===== src/rtl/time_of_day_counter.sv =====
// time_of_day_counter: 24 h hour/minute/second counter with front-panel set buttons.
// Define TOD_PRESCALER_EN to derive the 1 Hz tick from clk (CLK_DIV cycles) instead of sec_tick.
module time_of_day_counter #(
  parameter  int unsigned CLK_DIV = 50_000_000,
  localparam int unsigned HOUR_W  = 5,
  localparam int unsigned MIN_W   = 6,
  localparam int unsigned SEC_W   = 6
) (
  input  logic              clk,
  input  logic              reset,
  input  logic              sec_tick,
  input  logic              hour_btn,
  input  logic              min_btn,
  output logic [HOUR_W-1:0] hour,
  output logic [MIN_W-1:0]  min,
  output logic [SEC_W-1:0]  sec,
  output logic              oneday
);

  localparam logic [HOUR_W-1:0] HOUR_MAX = HOUR_W'(23);
  localparam logic [MIN_W-1:0]  MIN_MAX  = MIN_W'(59);
  localparam logic [SEC_W-1:0]  SEC_MAX  = SEC_W'(59);

  logic tick;

`ifdef TOD_PRESCALER_EN
  localparam int unsigned      PRE_W   = (CLK_DIV > 1) ? $clog2(CLK_DIV) : 1;
  localparam logic [PRE_W-1:0] PRE_MAX = PRE_W'(CLK_DIV - 1);

  logic [PRE_W-1:0] presc;
  logic             unused_sec_tick;

  // Free-running divider; never paused by button edges, so a dropped tick is lost.
  always_ff @(posedge clk) begin
    if (reset)
      presc <= '0;
    else if (presc == PRE_MAX)
      presc <= '0;
    else
      presc <= presc + PRE_W'(1);
  end

  assign tick            = (presc == PRE_MAX);
  assign unused_sec_tick = sec_tick;
`else
  // A zero divisor is meaningless; it also keeps CLK_DIV referenced in this build.
  assign tick = sec_tick && (CLK_DIV != 0);
`endif

  logic hour_prev, min_prev;
  logic hour_edge, min_edge;

  // Previous-level registers load the live level in reset too: a held button gives no edge.
  always_ff @(posedge clk) begin
    hour_prev <= hour_btn;
    min_prev  <= min_btn;
  end

  assign hour_edge = hour_btn & ~hour_prev;
  assign min_edge  = min_btn  & ~min_prev;

  logic [HOUR_W-1:0] hour_n;
  logic [MIN_W-1:0]  min_n;
  logic [SEC_W-1:0]  sec_n;
  logic              oneday_n;

  // Button edges take priority and swallow a coincident tick.
  always_comb begin
    hour_n   = hour;
    min_n    = min;
    sec_n    = sec;
    oneday_n = 1'b0;
    if (hour_edge || min_edge) begin
      if (hour_edge)
        hour_n = (hour == HOUR_MAX) ? '0 : hour + HOUR_W'(1);
      if (min_edge) begin
        min_n = (min == MIN_MAX) ? '0 : min + MIN_W'(1);
        sec_n = '0;
      end
    end else if (tick) begin
      if (sec == SEC_MAX) begin
        sec_n = '0;
        if (min == MIN_MAX) begin
          min_n = '0;
          if (hour == HOUR_MAX) begin
            hour_n   = '0;
            oneday_n = 1'b1;
          end else begin
            hour_n = hour + HOUR_W'(1);
          end
        end else begin
          min_n = min + MIN_W'(1);
        end
      end else begin
        sec_n = sec + SEC_W'(1);
      end
    end
  end

  always_ff @(posedge clk) begin
    if (reset) begin
      hour   <= '0;
      min    <= '0;
      sec    <= '0;
      oneday <= 1'b0;
    end else begin
      hour   <= hour_n;
      min    <= min_n;
      sec    <= sec_n;
      oneday <= oneday_n;
    end
  end

endmodule


===== config.mk =====
export PLATFORM = sky130hd
export DESIGN_NAME = time_of_day_counter
export DESIGN_NICKNAME = d
export VERILOG_FILES = /design/src/rtl/time_of_day_counter.sv
export SDC_FILE = /design/constraint.sdc
export NUM_CORES = 1
export LEC_CHECK = 0
export BUFFER_PORTS_ARGS = -buffer_cell sky130_fd_sc_hd__buf_2
export CELL_PAD_IN_SITES_DETAIL_PLACEMENT = 1
export CELL_PAD_IN_SITES_GLOBAL_PLACEMENT = 2
export CORE_ASPECT_RATIO = 0.5
export CORE_UTILIZATION = 32
export DETAILED_ROUTE_END_ITERATION = 6
export PLACE_DENSITY_LB_ADDON = 0.1
export SYNTH_ARGS = -nofsm -noshare
export SYNTH_HDL_FRONTEND = slang
export SYNTH_SLANG_ARGS = --single-unit

===== constraint.sdc =====
create_clock -name clk -period 3.89 [get_ports clk]
set_clock_uncertainty 0.15 [all_clocks]
set_input_delay 1.167 -clock clk [delete_from_list [all_inputs] [get_ports clk]]
set_output_delay 1.167 -clock clk [all_outputs]
set_load 0.005 [all_outputs]

# After elaboration in Yosys (flattened, before gate mapping)
# Index checks and enable logic that the tools add are counted.
# W data, S select, Z words.
# totals
register_bits	20
input_bits	5
output_inout_bits	18
word_cells	45
# classes
addsub	3
eq_ne	5
n_mux	16
bitwise	7
reduce_logical	8
# op_table
operator	count
$mux W6	9
$mux W5	6
$add A6 B1 Y6 const B	2
$eq A6 B6 Y1 const B	2
$reduce_bool A2 Y1	3
$add A5 B1 Y5 const B	1
$eq A5 B5 Y1 const B	1
$not A1 Y1	5
$reduce_or A5 Y1	1
$ne A2 B2 Y1 const B	2
$reduce_and A4 Y1	1
$reduce_and A3 Y1	1
$and A1 B1 Y1	2
$reduce_and A2 Y1	1
$logic_or A1 B1 Y1	1
$mux W1	1

# Logic depth before layout (Yosys ltp)
# Gate-level depths: netlist of the first run.
# logic_depth
depth_word	6
ltp_mapped	6
depth_no_buf	6

# Least setup slack after synthesis of the first run
# OpenSTA, ideal clock, no wires.
# synth_timing
path_kind	input port to flip-flop
startpoint	input sec_tick
endpoint	register hour[4]
setup_time_ns	0.071
arrival_time_ns	2.421
t_required_ns	3.669
setup_slack_ns	1.248
cell_stages	5
n_path_buf	0
path_cell_list	and4b_1 -> nand3_2 -> o31a_1 -> or4b_1 -> a21oi_1
# synth_between
elab_chain_len	2
# synth_lines
item	line	text
from (decl)	11	input logic sec_tick,
$reduce_bool A2 Y1 (no line)	n/a	
$reduce_and A4 Y1 (no line)	n/a	
to (signal assigned)	107	hour <= hour_n;
to (decl)	14	output logic [HOUR_W-1:0] hour,
# No other way between the ends.
# A chain may end at the register's enable or synchronous reset.

# Final worst setup path of the first run
# Same ends and word-level chain as after synthesis.

==> run_results.csv, run 1 <==
group,metric,value,unit
status,status,"completed",
detailed_routing,drcViolationCount,0,
timing,worstMarginPinSlew,0.7083,ns
global_routing,first_global_vias,831,
finish,layout.core_utilization,42.79,%
clocking,clkTransAtPathRegs,0.08,ns
finish,seqCellArea,400.4,um2
logic_synthesis,syn_area,962.2,um2
clocking,cts-root-buf,"clkbuf_8",
setup_path,crit_path_end,"hour[4]",
finish,diodes,0,
timing,finalCriticalPeriod,2.612,ns
logic_synthesis,yosys.area_share.simple,33.55,%
logic_synthesis,avgSynthCellArea,8.224,um2
finish,multi_input_area,539.3,um2
finish,layout-drive-gt1-share,21.99,%
global_routing,gr-total-overflow,0,
timing,setup_total_negative_slack,0,ns
floorplan,die_w,79.55,um
logic_synthesis,syn-instance-count,117,
timing,drv_slew,0,
timing,finalHoldViolCount,0,
floorplan,start_util,35.42,%
timing,min_period_over_period,67.15,%
timing,clock.fmax,0.3828,GHz
timing,grt_setup_unrepaired,"no",
clocking,cts_hold_buf,0,
clocking,numClockSinks,20,
clocking,postCtsSetupBuffers,0,
clocking,tritoncts,"yes",
setup_path,cp-start-kind,"input pin",
logic_synthesis,synth_top_area_share,41.61,%
logic_synthesis,yosysWarnings,0,
place,hpwl,1831,um
finish,nFillCells,342,
detailed_routing,vias,904,
logic_synthesis,yosys.area_share.xor_xnor,0,%
finish,area_growth,20.81,%
power_and_ir_drop,p_leak,0.4702,nW
logic_synthesis,synth_compound_area_share,17.43,%
setup_path,worstSetupStartpoint,"sec_tick",
timing,setup_viol,0,
floorplan,die_h,40.78,um
floorplan,dieArea,3243,um2
job,max-cap-violations,0,
logic_synthesis,seq_area_frac_synth,41.61,%
logic_synthesis,async_flop_share,0,%
global_routing,grt_max_degree,13,
global_routing,antenna_found_initial,0,
logic_synthesis,synthMuxAreaShare,1.170,%
setup_path,crit_arrival,2.65,ns
timing,relSlewSlack,52.56,%
logic_synthesis,ys.flop_type,"dfxtp_1",
finish,fin_nets,150,
logic_synthesis,synth_top_family_by_area,"simple AND/OR/NAND/NOR gates",
setup_path,reg2reg_from,"sec[0]",
detailed_routing,wl_per_cell,13.37,um
floorplan,ios,23,
setup_path,cp-end-kind,"flop",
finish,final_common_cell,"buf_2",
floorplan,core_area,2716,um2
floorplan,rows,13,
power_and_ir_drop,ir_worst_vdd,148.8,uV
detailed_routing,drt_wl_total,2379,um
setup_path,r2r_setup_slack,1.65,ns
setup_path,required,3.93,ns
worst_hold_path,hold_path.class,"reg2reg",
detailed_routing,avgViaCountPerCell,5.079,
setup_path,worst-path-max-fanout,4,
logic_synthesis,netlist_top_cells_area,"dfxtp_1, a21oi_1, nand2_1, nand3_1, ha_1",
logic_synthesis,syn-num-nets,125,
place,globalplace.congestion,0.7056,
detailed_routing,drtAntennaViolNets,0,
power_and_ir_drop,cellPowerDensity,342.8,nW/um2
clocking,clkLatencyLatePin,0.26,ns
logic_synthesis,synth_cell_types,35,
setup_path,worstSetupPathType,"in2reg",
setup_path,r2r_cells,6,
clocking,cts_buffer_depth,2,
detailed_routing,drt-pass1-iter-count,3,
detailed_routing,drtIter0Drc,36,
clocking,post_cts_resized,0,
finish,layout_common_cells,"buf_2, dfxtp_1, a21oi_1, nand2_1",
place,portBuffers,22,
global_routing,grt_pass1_wl,3919,um
logic_synthesis,synth-edff-count,0,
logic_synthesis,yosysTopAreaCell,"dfxtp_1",
clocking,h-tree-depth,1,
global_routing,track_usage,16.71,%
clocking,numCtsBuffers,3,
logic_synthesis,ys_seq_elements,20,
setup_path,rr_endpoint,"hour[4]",
logic_synthesis,synthAdderAreaFrac,3.901,%
==> per-layer routing <==
metal | global-route usage [%] | wire length [um] | vias up
met1 | 20.55 | 1227 | 414
li1 | - | - | 472
met3 | 5.333 | 94 | 2
met5 | 0 | 0 | -
met4 | 4.091 | 10 | 0
met2 | 29.49 | 1047 | 16
==> critical path, cell delays in order <==
cell and delay (ns):
buf_2 0.10, and4b_1 0.25, nand3_2 0.10, o31a_1 0.35, or4b_1 0.50, a21oi_1 0.17
==> stage by stage <==
stage | std cells | total power, mW | worst slack (ns) | area, um2 | hold WS (ns)
floorplan | 117 | 0.2342 | 1.248 | 962.2 | 0.3119
global placement | 174 | 0.2449 | 1.060 | 1107 | 0.3363
global route | 178 | 0.4207 | 1.106 | 1162 | 0.3680
finish | 178 | 0.3985 | 1.278 | 1162 | 0.3491
detailed placement | 174 | 0.2450 | 0.9976 | 1107 | 0.3384
CTS | 178 | 0.4061 | 1.267 | 1162 | 0.3555
==> power breakdown <==
part | switching [mW] | internal, mW
registers | 0.00414 | 0.209
clock network | 0.0688 | 0.0900
logic | 0.0167 | 0.00985
total | 0.0897 | 0.309
==> how the worst min path moves through the flow <==
stage             from  endpoint  depth (start not counted)
2_1_floorplan  hour[0]   hour[0]                          1
3_3_place_gp    min[1]    min[1]                          2
3_5_place_dp   hour[0]   hour[0]                          1
4_1_cts         min[1]    min[1]                          2
5_1_grt         min[1]    min[1]                          2
6_report       hour[0]   hour[0]                          1
==> sequential cells by signal, summed over array words and instances, names as in the netlist <==
register	flops
min_prev	1
oneday	1
hour_prev	1
hour	5
sec	6
min	6
==> kinds of logic after synthesis <==
family | Yosys count
compound gates | 29
fa+ha+maj | 3
buf+inv | 5
flops | 20
mux | 1
simple gates | 59
==> synth_stat cells (all sizes together) (3+ instances only) <==
cell,n
dfxtp,20
a21oi,14
nand2,13
nand3,9
nor2,8
o21ai,7
nor3,6
nor2b,4
or3,4
and3,3
ha,3
inv,3
nand2b,3
==> final cells by class <==
type / count / area share (%)
clock buffers: 4 / 4.736
repair buffers: 22 / 9.473
well taps: 37 / 3.983
multi-input cells: 92 / 46.39
inverters: 3 / 0.9688
flip-flops and latches: 20 / 34.45
(Power assumes the default switching activity.)
==> inputs of run 2 (changes only) <==
--- a/config.mk
+++ b/config.mk
@@ -9,7 +9,7 @@
 export CELL_PAD_IN_SITES_DETAIL_PLACEMENT = 1
 export CELL_PAD_IN_SITES_GLOBAL_PLACEMENT = 2
 export CORE_ASPECT_RATIO = 0.5
-export CORE_UTILIZATION = 32
+export CORE_UTILIZATION = 26
 export DETAILED_ROUTE_END_ITERATION = 6
 export PLACE_DENSITY_LB_ADDON = 0.1
 export SYNTH_ARGS = -nofsm -noshare
==> constraint.sdc (replaced) <==
create_clock -name clk -period 2.4 [get_ports clk]
set_clock_uncertainty 0.15 [all_clocks]
set_input_delay 0.72 -clock clk [delete_from_list [all_inputs] [get_ports clk]]
set_output_delay 0.72 -clock clk [all_outputs]
set_load 0.005 [all_outputs]
==> run_results.csv, run 2 (synthesized netlist as in run 1, its figures left out) <==
group,metric,value,unit
clocking,cts_hold_buf,0,
floorplan,dieArea,3963,um2
power_and_ir_drop,cellPowerDensity,509.5,nW/um2
global_routing,track_usage,13.92,%
power_and_ir_drop,ir_worst_vdd,219.7,uV
finish,final_common_cell,"buf_2",
timing,grt_setup_unrepaired,"no",
clocking,numCtsBuffers,3,
detailed_routing,drcViolationCount,0,
finish,layout.core_utilization,34.70,%
timing,holdWs,0.3402,ns
timing,finalHoldViolCount,0,
global_routing,first_global_vias,870,
place,portBuffers,22,
global_routing,antenna_found_initial,0,
timing,setup_total_negative_slack,0,ns
floorplan,rows,15,
setup_path,slowest_stage,"or4b_1",
global_routing,grt_max_degree,13,
setup_path,crit_arrival,2.24,ns
clocking,post_cts_resized,0,
finish,layout_common_cells,"buf_2, dfxtp_1, a21oi_1, nand2_1",
global_routing,gr-total-overflow,0,
finish,stdcell_count,197,
finish,layout-drive-gt1-share,24.66,%
setup_path,worst-path-max-fanout,5,
clocking,clkTransAtPathRegs,0.08,ns
timing,finalCriticalPeriod,2.201,ns
finish,area_growth,25.88,%
setup_path,path_cells,"ha_1 > and4b_1 > nand3_2 > o31a_1 > or4b_1 > a21oi_1",
floorplan,die_w,88.03,um
timing,clock.fmax,0.4543,GHz
finish,reg_top3,"min (6), sec (6), hour (5)",
finish,fin_nets,156,
timing,fin_ws,0.1988,ns
finish,final_cell_area,1211,um2
floorplan,start_util,27.56,%
clocking,postCtsSetupBuffers,0,
clocking,tritoncts,"yes",
setup_path,cp-start-kind,"flop",
timing,relSlewSlack,71.38,%
place,dpl_cell_area,1170,um2
place,hpwl,1938,um
status,status,"completed",
clocking,cts_buffer_depth,2,
timing,worstMarginPinSlew,0.4261,ns
clocking,numClockSinks,20,
setup_path,worstSetupPathType,"reg2reg",
clocking,clkLatencyLatePin,0.26,ns
setup_path,critPathMaxStageDelay,0.51,ns
detailed_routing,wl_per_cell,12.73,um
detailed_routing,vias,936,
timing,drv_slew,0,
place,globalplace.congestion,0.7400,
power_and_ir_drop,p_leak,0.4902,nW
place,dp_worst_setup_slack,0.005494,ns
job,max-cap-violations,0,
power_and_ir_drop,p_total,0.6171,mW
setup_path,cp-end-kind,"flop",
clocking,h-tree-depth,1,
timing,setup_viol,0,
detailed_routing,drt-pass1-iter-count,4,
detailed_routing,drtIter0Drc,26,
floorplan,die_h,45.02,um
worst_hold_path,hold_path.class,"reg2reg",
detailed_routing,drtAntennaViolNets,0,
timing,min_period_over_period,91.72,%
floorplan,core_area,3491,um2
place,dp.cells,194,
global_routing,grt_pass1_wl,4133,um
detailed_routing,drt_wl_total,2507,um
finish,diodes,0,
setup_path,required,2.44,ns
detailed_routing,avgViaCountPerCell,4.751,
clocking,cts-root-buf,"clkbuf_8",
floorplan,ios,23,
[run 2: cell types whose count changed in the layout (fill, tap and decap cells not counted)]
cell	before	now
clkbuf_8	4	3
buf_4	0	6
[run 2: final timing paths]
path / start / end / slack (ns) / cells past startpoint
worst max register to register: sec[0] / hour[4] / 0.20 / 6
worst min register to register: min[1] / min[1] / 0.34 / 2
worst max-delay path: sec[0] / hour[4] / 0.20 / 6
worst min-delay path: min[1] / min[1] / 0.34 / 2
[run 2: area by class of cell]
class,instances,area (um2)
repair buffers,28,155.1
flip-flops and latches,20,400.4
inverters,3,11.26
clock buffers,3,41.29
fillers,437,2280
well taps,51,63.81
multi-input cells,92,539.3
[run 2: worst max-delay path: cells and delay by family (launching register included)]
family                   cells  cell delay (ns)
AO/OA/AOI/OAI                2             0.48
adder cells (fa/ha/maj)      1             0.23
flip-flops                   1             0.40
AND/OR/NAND/NOR              3             0.87
[run 2: power breakdown]
part	switching [mW]	leakage [nW]	internal (mW)	total [mW]
Clock	0.111	0.0216	0.112	0.223
Sequential	0.00657	0.162	0.339	0.345
Combinational	0.0290	0.306	0.0201	0.0491
[run 2: layer usage]
layer,routed length (um),vias to the layer above,global-route usage (%)
met2,1052,16,21.40
met5,0,-,0
li1,-,481,-
met4,4,0,1.935
met1,1348,437,19.67
met3,102,2,4.388
==> inputs of run 3 (changes only) <==
--- a/config.mk
+++ b/config.mk
@@ -9,7 +9,7 @@
 export CELL_PAD_IN_SITES_DETAIL_PLACEMENT = 1
 export CELL_PAD_IN_SITES_GLOBAL_PLACEMENT = 2
 export CORE_ASPECT_RATIO = 0.5
-export CORE_UTILIZATION = 26
+export CORE_UTILIZATION = 29
 export DETAILED_ROUTE_END_ITERATION = 6
 export PLACE_DENSITY_LB_ADDON = 0.1
 export SYNTH_ARGS = -nofsm -noshare
==> constraint.sdc (replaced) <==
create_clock -name clk -period 2.2 [get_ports clk]
set_clock_uncertainty 0.15 [all_clocks]
set_input_delay 0.66 -clock clk [delete_from_list [all_inputs] [get_ports clk]]
set_output_delay 0.66 -clock clk [all_outputs]
set_load 0.005 [all_outputs]
==> run_results.csv, run 3 (synthesized netlist as in run 1, its figures left out) <==
group,metric,value,unit
finish,layout_common_cells,"buf_2, dfxtp_1, buf_4, a21oi_1, nand2_1",
floorplan,rows,14,
timing,finalCriticalPeriod,2.054,ns
detailed_routing,vias,990,
power_and_ir_drop,p_leak,0.5440,nW
job,max-cap-violations,0,
worst_hold_path,hold_path.class,"reg2reg",
place,globalplace.congestion,0.7295,
timing,setup_viol,0,
timing,relSlewSlack,71.37,%
finish,stdcell_count,196,
setup_path,worst-path-max-fanout,4,
clocking,numCtsBuffers,3,
place,dp.cells,193,
setup_path,worstSetupPathType,"reg2reg",
timing,grt_setup_unrepaired,"no",
power_and_ir_drop,clock_power_share,35.8,%
global_routing,gr-total-overflow,0,
finish,diodes,0,
setup_path,cp-end-kind,"flop",
place,hpwl,2010,um
finish,reg_top3,"min (6), sec (6), hour (5)",
power_and_ir_drop,cellPowerDensity,534.1,nW/um2
clocking,cts_hold_buf,0,
timing,setup_total_negative_slack,0,ns
power_and_ir_drop,p_int,0.5185,mW
global_routing,antenna_found_initial,0,
power_and_ir_drop,p_sw,0.1612,mW
detailed_routing,wl_per_cell,13.12,um
clocking,h-tree-depth,1,
floorplan,die_h,42.73,um
timing,min_period_over_period,93.37,%
floorplan,ios,23,
finish,area_growth,32.25,%
detailed_routing,drt_wl_total,2571,um
power_and_ir_drop,ir_worst_vdd,165.6,uV
worst_hold_path,hold_start,"hour[1]",
clocking,tritoncts,"yes",
floorplan,die_w,83.46,um
global_routing,grt_max_degree,13,
finish,final_common_cell,"buf_2",
place,portBuffers,22,
clocking,numClockSinks,20,
power_and_ir_drop,p_sw_share,23.71,%
global_routing,track_usage,16.52,%
detailed_routing,avgViaCountPerCell,5.051,
power_and_ir_drop,power_frac_seq,55.1,%
floorplan,dieArea,3566,um2
finish,layout-drive-gt1-share,29.49,%
timing,clock.fmax,0.4868,GHz
detailed_routing,drtAntennaViolNets,0,
global_routing,grt_pass1_wl,4471,um
setup_path,r2r_setup_slack,0.15,ns
detailed_routing,drtIter0Drc,28,
detailed_routing,drcViolationCount,0,
setup_path,cp-start-kind,"flop",
detailed_routing,drt-pass1-iter-count,3,
status,status,"completed",
timing,drv_slew,0,
setup_path,reg2reg_from,"min[1]",
timing,finalHoldViolCount,0,
clocking,postCtsSetupBuffers,0,
global_routing,first_global_vias,943,
floorplan,core_area,3083,um2
setup_path,required,2.25,ns
clocking,cts-root-buf,"clkbuf_8",
floorplan,start_util,31.21,%
power_and_ir_drop,p_comb_share,9.1,%
setup_path,crit_arrival,2.10,ns
clocking,clkLatencyLatePin,0.26,ns
clocking,cts_buffer_depth,2,
clocking,post_cts_resized,0,
setup_path,worstSetupStartpoint,"min[1]",
clocking,clkTransAtPathRegs,0.07,ns
timing,worstMarginPinSlew,0.4275,ns
finish,fin_nets,166,
==> run 3: changes by cell type in the layout (fill, tap and decap cells not counted) <==
| cell | before | now |
|---|---|---|
| buf_4 | 6 | 16 |
==> run 3: per-stage QoR <==
step | instance area, um2 | total power [mW] | utilization (%) | hold slack (ns) | worst slack (ns)
5_1_grt | 1272 | 0.7228 | 41.27 | 0.3502 | 0.01757
4_1_cts | 1272 | 0.6940 | 41.27 | 0.3462 | 0.1297
6_report | 1272 | 0.6797 | 41.27 | 0.3377 | 0.1459
3_3_place_gp | 1231 | 0.4441 | 39.94 | 0.3339 | -0.06497
2_1_floorplan | 962.2 | 0.4140 | - | 0.3119 | 0.06522
3_5_place_dp | 1231 | 0.4453 | 39.94 | 0.3341 | -0.1086
==> run 3: final cells by class <==
type	instances	area (um2)
fill	397	1810
multi-input combinational	92	539.3
sequential	20	400.4
timing repair buffer	38	230.2
tap	40	50.05
clock buffer	3	41.29
inverter	3	11.26
==> run 3: metal layers <==
layer  GRT usage (%)  up-vias  share of wire, %
met4           5.085        0               1.1
met2           27.70       15                44
met5               0        -                 0
met3           5.253        4               4.4
met1           20.62      470                51
li1                -      501                 -
==> run 3: critical path, stage by stage, from the launching register on <==
cell and delay, ns:
dfxtp_1 0.38, ha_1 0.21, nor2b_1 0.19, nand2b_1 0.12
o31a_1 0.29, or4b_1 0.51, a21oi_1 0.14
==> run 3: path summary, 6_finish.rpt <==
path | end | cells after the start
setup reg to reg | hour[4] | 6
setup / recovery | hour[4] | 6
hold / removal | hour[1] | 2
hold reg to reg | hour[1] | 2
==> run 3: power groups by stage <==
stage | sequential [mW] | combinational, mW | clock (mW)
2_1_floorplan | 0.384 | 0.0296 | 0
3_3_place_gp | 0.383 | 0.0611 | 0
3_5_place_dp | 0.383 | 0.0623 | 0
4_1_cts | 0.374 | 0.0625 | 0.257
5_1_grt | 0.375 | 0.0698 | 0.278
6_report | 0.374 | 0.0617 | 0.244
